--- src/rtl/vram_arbiter.sv ---
// Shares one single-port synchronous VRAM between NREQ byte/pair read requesters
// and a CPU write port. Writes win in IDLE; reads are granted round-robin.
module vram_arbiter #(
  parameter int NREQ = 5,
  parameter int AW   = 13
) (
  input  logic               clk,
  input  logic               reset,
  input  logic [NREQ-1:0]    req_valid,
  input  logic [NREQ*AW-1:0] req_addr,
  input  logic [NREQ-1:0]    req_pair,
  output logic [NREQ-1:0]    req_grant,
  output logic [NREQ-1:0]    rsp_valid,
  output logic [15:0]        rsp_data,
  input  logic               wr_req,
  input  logic [AW-1:0]      wr_addr,
  input  logic [7:0]         wr_data,
  output logic               wr_ack,
  output logic [AW-1:0]      mem_addr,
  output logic               mem_we,
  output logic [7:0]         mem_wdata,
  input  logic [7:0]         mem_rdata,
  output logic               busy
);

  localparam int PW = (NREQ > 1) ? $clog2(NREQ) : 1;

  typedef enum logic {IDLE, HI} state_t;

  state_t          state;
  logic [PW-1:0]   rr_ptr;
  logic [AW-1:0]   hi_addr;
  logic [AW-1:0]   mem_addr_q;
  logic [15:0]     rsp_data_q;

  logic            sgl_vld_p1, pr_vld_p1, pr_vld_p2;
  logic [PW-1:0]   id_p1, id_p2;
  logic [7:0]      lo_p2;

  logic            win_found;
  logic [PW-1:0]   win_idx;
  logic [AW-1:0]   sel_addr;
  logic            do_wr, do_rd;

  always_comb begin
    int j;
    j         = 0;
    win_found = 1'b0;
    win_idx   = '0;
    for (int i = 0; i < NREQ; i++) begin
      j = int'(rr_ptr) + i;
      if (j >= NREQ) j = j - NREQ;
      if (!win_found && req_valid[j]) begin
        win_found = 1'b1;
        win_idx   = PW'(j);
      end
    end
  end

  assign sel_addr = req_addr[int'(win_idx)*AW +: AW];
  assign do_wr    = !reset && (state == IDLE) && wr_req;
  assign do_rd    = !reset && (state == IDLE) && !wr_req && win_found;

  // Stage p0: memory port issue (grant, write, or second byte of a pair)
  always_comb begin
    req_grant = '0;
    if (do_rd) req_grant[win_idx] = 1'b1;
    wr_ack    = do_wr;
    mem_we    = do_wr;
    mem_wdata = wr_data;
    mem_addr  = mem_addr_q;
    if (do_wr)                        mem_addr = wr_addr;
    else if (do_rd)                   mem_addr = sel_addr;
    else if (!reset && state == HI)   mem_addr = hi_addr;
    busy = (state == HI);
  end

  // Stage p1/p2: responses assembled from the live RAM output
  always_comb begin
    rsp_valid = '0;
    rsp_data  = rsp_data_q;
    if (!reset && sgl_vld_p1) begin
      rsp_valid[id_p1] = 1'b1;
      rsp_data         = {8'h00, mem_rdata};
    end else if (!reset && pr_vld_p2) begin
      rsp_valid[id_p2] = 1'b1;
      rsp_data         = {mem_rdata, lo_p2};
    end
  end

  always_ff @(posedge clk) begin
    if (reset) begin
      state      <= IDLE;
      rr_ptr     <= '0;
      sgl_vld_p1 <= 1'b0;
      pr_vld_p1  <= 1'b0;
      pr_vld_p2  <= 1'b0;
      mem_addr_q <= '0;
      rsp_data_q <= '0;
    end else begin
      mem_addr_q <= mem_addr;
      rsp_data_q <= rsp_data;
      sgl_vld_p1 <= do_rd && !req_pair[win_idx];
      pr_vld_p1  <= do_rd && req_pair[win_idx];
      pr_vld_p2  <= pr_vld_p1;
      if (do_rd) begin
        rr_ptr <= (win_idx == PW'(NREQ-1)) ? '0 : win_idx + 1'b1;
        if (req_pair[win_idx]) state <= HI;
      end else if (state == HI) begin
        state <= IDLE;
      end
    end
  end

  // Datapath registers carry no reset; their valids qualify them
  always_ff @(posedge clk) begin
    if (do_rd) begin
      id_p1   <= win_idx;
      hi_addr <= sel_addr + 1'b1;
    end
    if (pr_vld_p1) begin
      lo_p2 <= mem_rdata;
      id_p2 <= id_p1;
    end
  end

endmodule

--- config.mk ---
export PLATFORM = sky130hd
export DESIGN_NAME = vram_arbiter
export DESIGN_NICKNAME = d
export VERILOG_FILES = /design/src/rtl/vram_arbiter.sv
export SDC_FILE = /design/constraint.sdc
export NUM_CORES = 1
export LEC_CHECK = 0
export ABC_AREA = 1
export BUFFER_PORTS_ARGS = -buffer_cell sky130_fd_sc_hd__buf_2
export CAP_MARGIN = 30
export CORE_ASPECT_RATIO = 0.7
export CORE_MARGIN = 5
export CORE_UTILIZATION = 49
export DETAILED_ROUTE_END_ITERATION = 8
export GPL_ROUTABILITY_DRIVEN = 0
export PLACE_DENSITY = 0.78
export SLEW_MARGIN = 0
export SYNTH_ARGS = -nofsm -noshare
export SYNTH_HDL_FRONTEND = slang
export SYNTH_SLANG_ARGS = --single-unit
--- constraint.sdc ---
create_clock -name clk -period 4.1 [get_ports clk]
set_input_delay 0 -clock clk [delete_from_list [all_inputs] [get_ports clk]]
set_output_delay 0 -clock clk [all_outputs]
set_load 0.005 [all_outputs]
### Yosys cells after proc, flatten, opt, wreduce, memory -nomap -nowiden

Index checks and enable logic that the tools add are counted.

| word-level totals | value |
|---|---|
| flip-flop bits (word level) | 63 |
| input port bits | 107 |
| output and inout port bits | 50 |
| logic and storage cells | 114 |

| cells by class | value |
|---|---|
| multipliers | 1 |
| reduce and logical (&&, ||, !) cells | 24 |
| magnitude comparators | 16 |
| mux-type cells | 47 |
| $add $sub $neg | 11 |
| equal/unequal tests | 1 |
| shift-type cells | 1 |
| bitwise logic cells | 2 |

Operators by type and width:

| kind | count |
|---|---|
| $lt A32 B5 Y1 const B | 5 |
| $mux W32 | 5 |
| $shiftx A65 B8 Y13 | 1 |
| $mux W13 | 3 |
| $mux W16 | 2 |
| $sub A4 B3 Y5 const B | 4 |
| $mux W1 | 19 |
| $bmux W1 S3 | 6 |
| $mux W3 | 6 |
| $ge A4 B3 Y1 const B | 4 |
| $logic_and A1 B1 Y1 | 16 |
| $mux W5 | 3 |
| $add A13 B1 Y13 const B | 1 |
| $lt A3 B4 Y1 const B | 3 |
| $demux W1 S3 | 3 |
| $ge A3 B1 Y1 const B | 3 |
| $add A3 B2 Y4 const B | 2 |
| $logic_not A1 Y1 | 7 |
| $mul A3 B4 Y7 const B | 1 |
| $add A3 B1 Y4 const B | 1 |
| $add A3 B3 Y4 const B | 1 |
| $sub A3 B3 Y4 const B | 1 |
| $add A3 B1 Y3 const B | 1 |
| $eq A3 B3 Y1 const B | 1 |
| other kinds (3) | 4 |

### Longest topological paths before layout

Gate-level depths: netlist of run 1.

| depth | value |
|---|---|
| depth in word-level cells | 23 |
| depth in mapped cells | 30 |
| mapped depth without buffers | 30 |

### Worst setup path after synthesis of run 1

Ideal clock, no wire load.

| timing path | value |
|---|---|
| path type | reg-to-reg |
| start point | reg rr_ptr[1] |
| end point | reg hi_addr[12] (data pin) |
| required time | 3.846 ns |
| cell stages (with the launch flop) | 24 |
| library setup time | 0.254 ns |
| setup slack | 0.458 ns |
| path buffers | 1 |
| arrival | 3.388 ns |
| period minus slack after synthesis | 3.642 ns |
| path through | dfxtp_1 > inv_1 > ha_1 > inv_1 > ha_1 > nand2_1 > nand3_2 > nand2_1 > xor2_1 > o31ai_2 > nand2_1 > nand3_2 > nor2_4 > nor2_8 > buf_6 > nor2_1 > nor2_1 > nor2_2 > ha_1 > nand2_1 > nor2_1 > nand3_1 > nand2_1 > nand2_1 |

| between the ends | value |
|---|---|
| word-level cells in the longest chain between the ends | 21 |
| elaborated cells between the ends (all ways) | 54 |
| those cells by class | 10 x add/sub; 1 x mul; 5 x order compare; 1 x shift; 29 x mux; 8 x reduce/logical |

Ends and longest elaborated chain:

| element | RTL line | RTL |
|---|---|---|
| start: declaration | 31 | `logic [PW-1:0] rr_ptr;` |
| start signal: assignment | 107 | `rr_ptr <= (win_idx == PW'(NREQ-1)) ? '0 : win_idx + 1'b1;` |
| branches (longest 17 deep; another with $sub A4 B3 Y5) | -- |  |
| $mux W3 (*) | 53 | `if (!win_found && req_valid[j]) begin` |
| $mul A3 B4 Y7 (*) | 60 | `assign sel_addr = req_addr[int'(win_idx)*AW +: AW];` |
| $shiftx A65 B8 Y13 (*) | 60 |  |
| $add A13 B1 Y13 (*) | 119 | `hi_addr <= sel_addr + 1'b1;` |
| end signal: assignment | 119 |  |
| end: declaration | 32 | `logic [AW-1:0] hi_addr;` |

Every way passes the cells marked *. The select of a mux whose other input is x is not followed.
A chain may end at the register's enable or synchronous reset.

### Final worst setup path of run 1

| timing path | value |
|---|---|
| start point | reg rr_ptr[0] |
| end point | out mem_addr[0] |

| between the ends | value |
|---|---|
| word-level cells in the longest chain between the ends | 22 |
| elaborated cells between the ends (all ways) | 57 |
| those cells by class | 9 x add/sub; 1 x mul; 5 x order compare; 1 x shift; 32 x mux; 9 x reduce/logical |

Ends and longest elaborated chain:

| element | RTL line | RTL |
|---|---|---|
| branches (longest 20 deep; another with $sub A4 B3 Y5) | -- |  |
| $mux W13 (*) | 73 | `else if (do_rd) mem_addr = sel_addr;` |
| $mux W13 (*) | 72 | `if (do_wr) mem_addr = wr_addr;` |
| end: declaration | 19 | `output logic [AW-1:0] mem_addr,` |

Marks and branches as above.

==> metrics.cfg, run 1 <==
[placement]
detailed_place_hpwl_um=12100
post-place-ws_ps=224
port-buffer-count=140

[drt]
wire_per_inst_um=15.4
met1_length_um=7120
vias=5843
wl_met2_um=7110
drc_errors=0
drtIter0Drc=540
antenna_left=0
routed_wl_um=16300
vias_per_cell=5.50
routed-wl-met3_um=1660
drt-pass1-iter-count=5
topRoutingLayerUsed=met4

[cts]
cts_buffers=9
cts.sinks=63
clk_path_buf_depth=2
cts-root-buf=clkbuf_16
tritoncts=built
path_clk_slew_ps=50
cts-htree-levels=3
clock_latency_ps=340

[sta]
final-setup-viol-count=0
timing.setup.tns_ps=0
finClkSkew_ps=6.39
slew_violations=0
rsz0062_at_grt=no
final-hold-violation-count=0
slew_headroom=0.495
post-route-min-period_ps=3790
max_freq_mhz=264
min_period_over_period=0.924
tightest_slew_ps=756
finalWorstSetupSlack_ps=311

[setup_path]
cp_max_fo=10
max_stage_delay_ps=320
r2r_cells=24
cp.arrival_ps=3790
crit_type=reg -> out
crit_slowest_cell=ha_1
rr_startpoint=rr_ptr[0]
cp_cell_sequence=inv_2 -> ha_1 -> inv_1 -> ha_1 -> nand2_1 -> nand3_2 -> nand2_1 -> xor2_1 -> nand3_1 -> nand2_1 -> nand3_2 -> nor2_4 -> nor2_4 -> or2_2 -> nand3_1 -> nand2_1 -> buf_4 -> o21ai_0 -> nand2_1 -> buf_2
crit_family=simple AND/OR/NAND/NOR gates
required_ps=4100
endpoint_kind=output port
startpoint_type=flip-flop
crit_cells=20
r2r_slack_ps=380
critPathCapture=mem_addr[0]
rr_endpoint=hi_addr[12]
cp_num_buf_inv=4
crit_path_start=rr_ptr[0]
cpMostUsedCell=nand2_1

[yosys]
synth_edf_count=27
ys.flop_type=dfxtp_1
ys_seq_area_frac=0.297
postSynthNetCount=873
ys_ff_latch=63
yosys_warnings=0
synth_cells=750
synth_area_mm2=0.00515
avgSynthCellArea_um2=6.87
synth_cell_types=43
async_flop_share=0

[floorplan]
rows=31
io_pins=157
fp.coreArea_mm2=0.0103
dieWidth_um=133
die-area_mm2=0.0127
die_h_um=95.8
start_util=0.500

[global_routing]
grt_use_total=0.249
grt_pass1_vias=5240
antenna_found_initial=0
grt_max_degree=28
grt-ovfl-total=0
grt_pass1_wl_um=25500

[final_layout]
areaGrowthSynthToFinish_pct=29.7
antenna_cells=0
drive_above_1_share=0.284
fin_util=0.648
finalNetCount=1048

[min_path]
hold_class=in -> out
hold_path_depth=0

[outcome]
run_status=completed

[job]
max_cap_violations=0

cells in the final DEF (no fill, tap or decap), types with 3 or more instances in the layout:
cell | Yosys | final
nand2_1 | 184 | 181
buf_2 | 6 | 140
nand3_1 | 87 | 87
inv_1 | 77 | 76
nor2_1 | 58 | 56
dfxtp_1 | 36 | 36
buf_4 | 14 | 36
o21ai_0 | 33 | 30
edfxtp_1 | 27 | 27
a21oi_1 | 26 | 26
nand4_1 | 22 | 22
dlygate4sd3_1 | 0 | 22
nand2_2 | 15 | 16
ha_1 | 16 | 16
o21ai_1 | 10 | 13
o22ai_1 | 12 | 12
nor2_2 | 9 | 11
a211oi_1 | 10 | 10
and2_1 | 10 | 10
clkbuf_16 | 0 | 10
mux2i_1 | 9 | 9
inv_2 | 7 | 8
o211ai_1 | 8 | 8
nand3_2 | 8 | 7
nor2_4 | 6 | 7
nor3_1 | 6 | 6
nand2_4 | 4 | 6
or2_2 | 5 | 5
xor2_1 | 6 | 4
o21bai_1 | 4 | 4
o21ai_2 | 3 | 3
nand3b_1 | 3 | 3
clkinv_4 | 0 | 3
worst min-delay path by stage:
stage          startpoint            to  slack (ps)
3_3_place_gp   wr_data[5]  mem_wdata[5]        0.03
5_1_grt        wr_data[2]  mem_wdata[2]        0.01
3_5_place_dp   wr_data[5]  mem_wdata[5]        0.03
2_1_floorplan  wr_data[0]  mem_wdata[0]          80
6_report       wr_data[0]  mem_wdata[0]       0.002
4_1_cts        wr_data[5]  mem_wdata[5]        0.03
layout make-up:
| class | instances | area, um^2 |
|---|---|---|
| inverters | 85 | 319 |
| multi-input cells | 568 | 3140 |
| clock inverters | 6 | 91.3 |
| flip-flops and latches | 63 | 1530 |
| well taps | 132 | 165 |
| repair buffers | 198 | 1190 |
| clock buffers | 10 | 250 |
| fillers | 867 | 3630 |
flip-flops by register name, summed over array words and instances (netlist names):
| register | flops |
|---|---|
| hi_addr | 13 |
| id_p1 | 3 |
| rsp_data_q | 16 |
| mem_addr_q | 13 |
| sgl_vld_p1 | 1 |
| rr_ptr | 3 |
| lo_p2 | 8 |
| busy | 1 |
| pr_vld_p1 | 1 |
| pr_vld_p2 | 1 |
| id_p2 | 3 |
through the flow:
stage | hold slack [ps] | cell area [um^2] | std cells
2_1_floorplan | 80.8 | 5150 | 750
5_1_grt | 0.0109 | 6690 | 1062
3_3_place_gp | 0.0346 | 6040 | 1019
4_1_cts | 0.0346 | 6600 | 1057
6_report | 0.00197 | 6690 | 1062
3_5_place_dp | 0.0346 | 6040 | 1019
cell families after synthesis:
logic type,count (synthesis),share of synthesized area
buf+inv,120,0.105
mux,9,0.0175
flops,63,0.297
simple gates,423,0.401
xor+xnor,8,0.0136
fa+ha+maj,16,0.0388
compound gates,111,0.127
synth_stat cells (2+ instances only):
cell | count | area (um^2)
nand2_4 | 4 | 45.0
nand2_2 | 15 | 93.8
o21ai_0 | 33 | 165
o21ai_2 | 3 | 26.3
nand3_1 | 87 | 435
inv_2 | 7 | 26.3
xor2_1 | 6 | 52.6
nand3_2 | 8 | 80.1
ha_1 | 16 | 200
nand3b_1 | 3 | 22.5
and2_1 | 10 | 62.6
nor3_1 | 6 | 30.0
nor2_1 | 58 | 218
buf_6 | 4 | 45.0
nor2_4 | 6 | 67.6
o211ai_1 | 8 | 60.1
o21bai_1 | 4 | 30.0
or2_2 | 5 | 31.3
clkbuf_1 | 11 | 41.3
o21ai_1 | 10 | 50.1
a211oi_1 | 10 | 75.1
nand4_1 | 22 | 138
o22ai_1 | 12 | 75.1
mux2i_1 | 9 | 90.1
a31oi_1 | 2 | 12.5
buf_4 | 14 | 105
buf_2 | 6 | 30.0
nand2_1 | 184 | 691
inv_1 | 77 | 289
nor2_8 | 2 | 40.0
edfxtp_1 | 27 | 811
a21oi_1 | 26 | 130
nor2_2 | 9 | 56.3
dfxtp_1 | 36 | 721
xnor2_1 | 2 | 17.5
what timing repair did:
item,in CTS,in global routing
setup buffers,0,4
hold endpoints to repair,25,0
resized for setup,0,14
endpoints found under the setup margin,0,20
hold buffers,22,0
per-layer routing:
metal  up-vias  GRT usage
li1       2851          -
met1      2632      0.333
met2       318      0.389
met3        42     0.0695
met4         0     0.0874
met5         -          0
Power of run 1 is not shown: default switching activity piles up to over one toggle a cycle in this logic, so the estimate is an artifact.
==> run 2: changes to the inputs <==
==> constraint.sdc (replaced) <==
create_clock -name clk -period 4.03 [get_ports clk]
set_input_delay 0 -clock clk [delete_from_list [all_inputs] [get_ports clk]]
set_output_delay 0 -clock clk [all_outputs]
set_load 0.005 [all_outputs]
==> metrics.cfg, run 2 (synthesis results as in run 1) <==
[outcome]
run_status=completed

[placement]
detailed_place_hpwl_um=12100  ; -0.33%
port-buffer-count=140  ; unchanged
dp.cells=1015  ; -0.39%
postPlaceCellArea_mm2=0.00601  ; -0.50%

[sta]
final-hold-violation-count=0  ; unchanged
min_period_over_period=0.943
max_freq_mhz=263
slew_violations=0  ; unchanged
tightest_slew_ps=849  ; +93.0 ps
post-route-min-period_ps=3800
slew_headroom=0.433  ; -0.0622
finClkSkew_ps=4.21  ; -2.18 ps
final-setup-viol-count=0  ; unchanged
timing.hold.ws_ps=0.00197  ; unchanged

[drt]
drt-pass1-iter-count=5  ; unchanged
routed_wl_um=16200  ; -0.94%
vias_per_cell=5.49  ; -0.13%
vias=5841  ; -0.034%
wire_per_inst_um=15.2  ; -1.0%
drtIter0Drc=380  ; -30%
antenna_left=0  ; unchanged
drc_errors=0  ; unchanged

[job]
max_cap_violations=0  ; unchanged

[global_routing]
met3_usage=0.0637  ; -0.00575
grt_use_total=0.242  ; -0.00658
grt_pass1_vias=5040  ; -3.8%
antenna_found_initial=0  ; unchanged
grt-ovfl-total=0  ; unchanged
grtUsageMet2=0.375  ; -0.0136
grt_max_degree=28  ; unchanged
use_met1=0.339  ; +0.00591
grt_pass1_wl_um=24800  ; -2.5%
busiest_layer=met2

[floorplan]
start_util=0.500  ; unchanged
fp.coreArea_mm2=0.0103  ; unchanged
rows=31  ; unchanged
io_pins=157  ; unchanged
die-area_mm2=0.0127  ; unchanged
dieWidth_um=133  ; unchanged
die_h_um=95.8  ; unchanged

[min_path]
hold_class=in -> out

[cts]
cts-root-buf=clkbuf_16
tritoncts=built
cts_buffers=9  ; unchanged
clk_path_buf_depth=2  ; unchanged
clock_latency_ps=330  ; about the same
cts-htree-levels=3  ; unchanged
cts.sinks=63  ; unchanged
path_clk_slew_ps=50  ; about the same

[final_layout]
largest_reg_flops=16  ; unchanged
areaGrowthSynthToFinish_pct=30.3
final_cell_mix=nand2_1 (180), buf_2 (140), nand3_1 (87)
finalNetCount=1049  ; +0.095%
final_cell_count_no_fill=1063  ; +0.094%
drive_above_1_share=0.290  ; +0.00614
largest_register=rsp_data_q
final_area_mm2=0.00672  ; +0.45%
antenna_cells=0  ; unchanged
final_common_cell=nand2_1
biggestRegsByFlops=rsp_data_q (16), hi_addr (13), mem_addr_q (13)

[setup_path]
cp.arrival_ps=3800  ; about the same
crit_type=reg -> out
cp_max_fo=15  ; +5
endpoint_kind=output port
startpoint_type=flip-flop
required_ps=4030  ; -70 ps

==> run 2: area by class of cell <==
cell class | count | area [um^2]
tap | 132 | 165
inverter | 85 | 324
clock buffer | 9 | 225
multi-input combinational | 569 | 3210
timing repair buffer | 198 | 1190
clock inverter | 7 | 72.6
fill | 919 | 3600
sequential | 63 | 1530
==> run 2: final timing paths <==
check | startpoint | endpoint | slack [ps] | cells after the start
worst max register to register | rr_ptr[1] | hi_addr[12] | 250 | 23
worst max-delay path | rr_ptr[1] | mem_addr[3] | 230 | 23
worst min register to register | id_p1[2] | id_p2[2] | 510 | 0
worst min-delay path | wr_data[0] | mem_wdata[0] | 0.002 | 0
==> run 2: stage by stage <==
step | setup TNS (ps) | utilization | worst slack [ps]
2_1_floorplan | 0 | - | 388
3_3_place_gp | 0 | 0.582 | 202
3_5_place_dp | 0 | 0.582 | 154
4_1_cts | 0 | 0.632 | 53.1
5_1_grt | -152 | 0.651 | -26.5
6_report | 0 | 0.651 | 230
==> run 2: critical path, stage by stage (launching register included) <==
cell and delay (ps):
dfxtp_1 310, buf_4 170, ha_1 250, nor2_1 310
nand3_4 180, o21ai_1 250, nand3_1 110, nand3_1 100
nand2_2 130, nor2_8 220, nand2_2 90, inv_2 70
nand3_1 110, nand2_4 200, nand2_2 80, inv_2 100
nand2_1 50, nor2_1 190, nor2_4 80, nand2_1 80
nand3_1 90, o21ai_0 140, inv_1 60, buf_2 130
==> run 2: layer usage <==
layer | vias to the layer above | share of wire
met3 | 29 | 0.095
met2 | 319 | 0.44
li1 | 2862 | -
met5 | - | 0
met1 | 2631 | 0.45
met4 | 0 | 0.019
==> run 2: timing repair <==
item	CTS	global route
setup endpoints to repair	0	24
setup buffers	0	9
hold endpoints to repair	24	0
hold buffers	21	0
resized for setup	0	28
Power of run 2 is left out for the same reason.
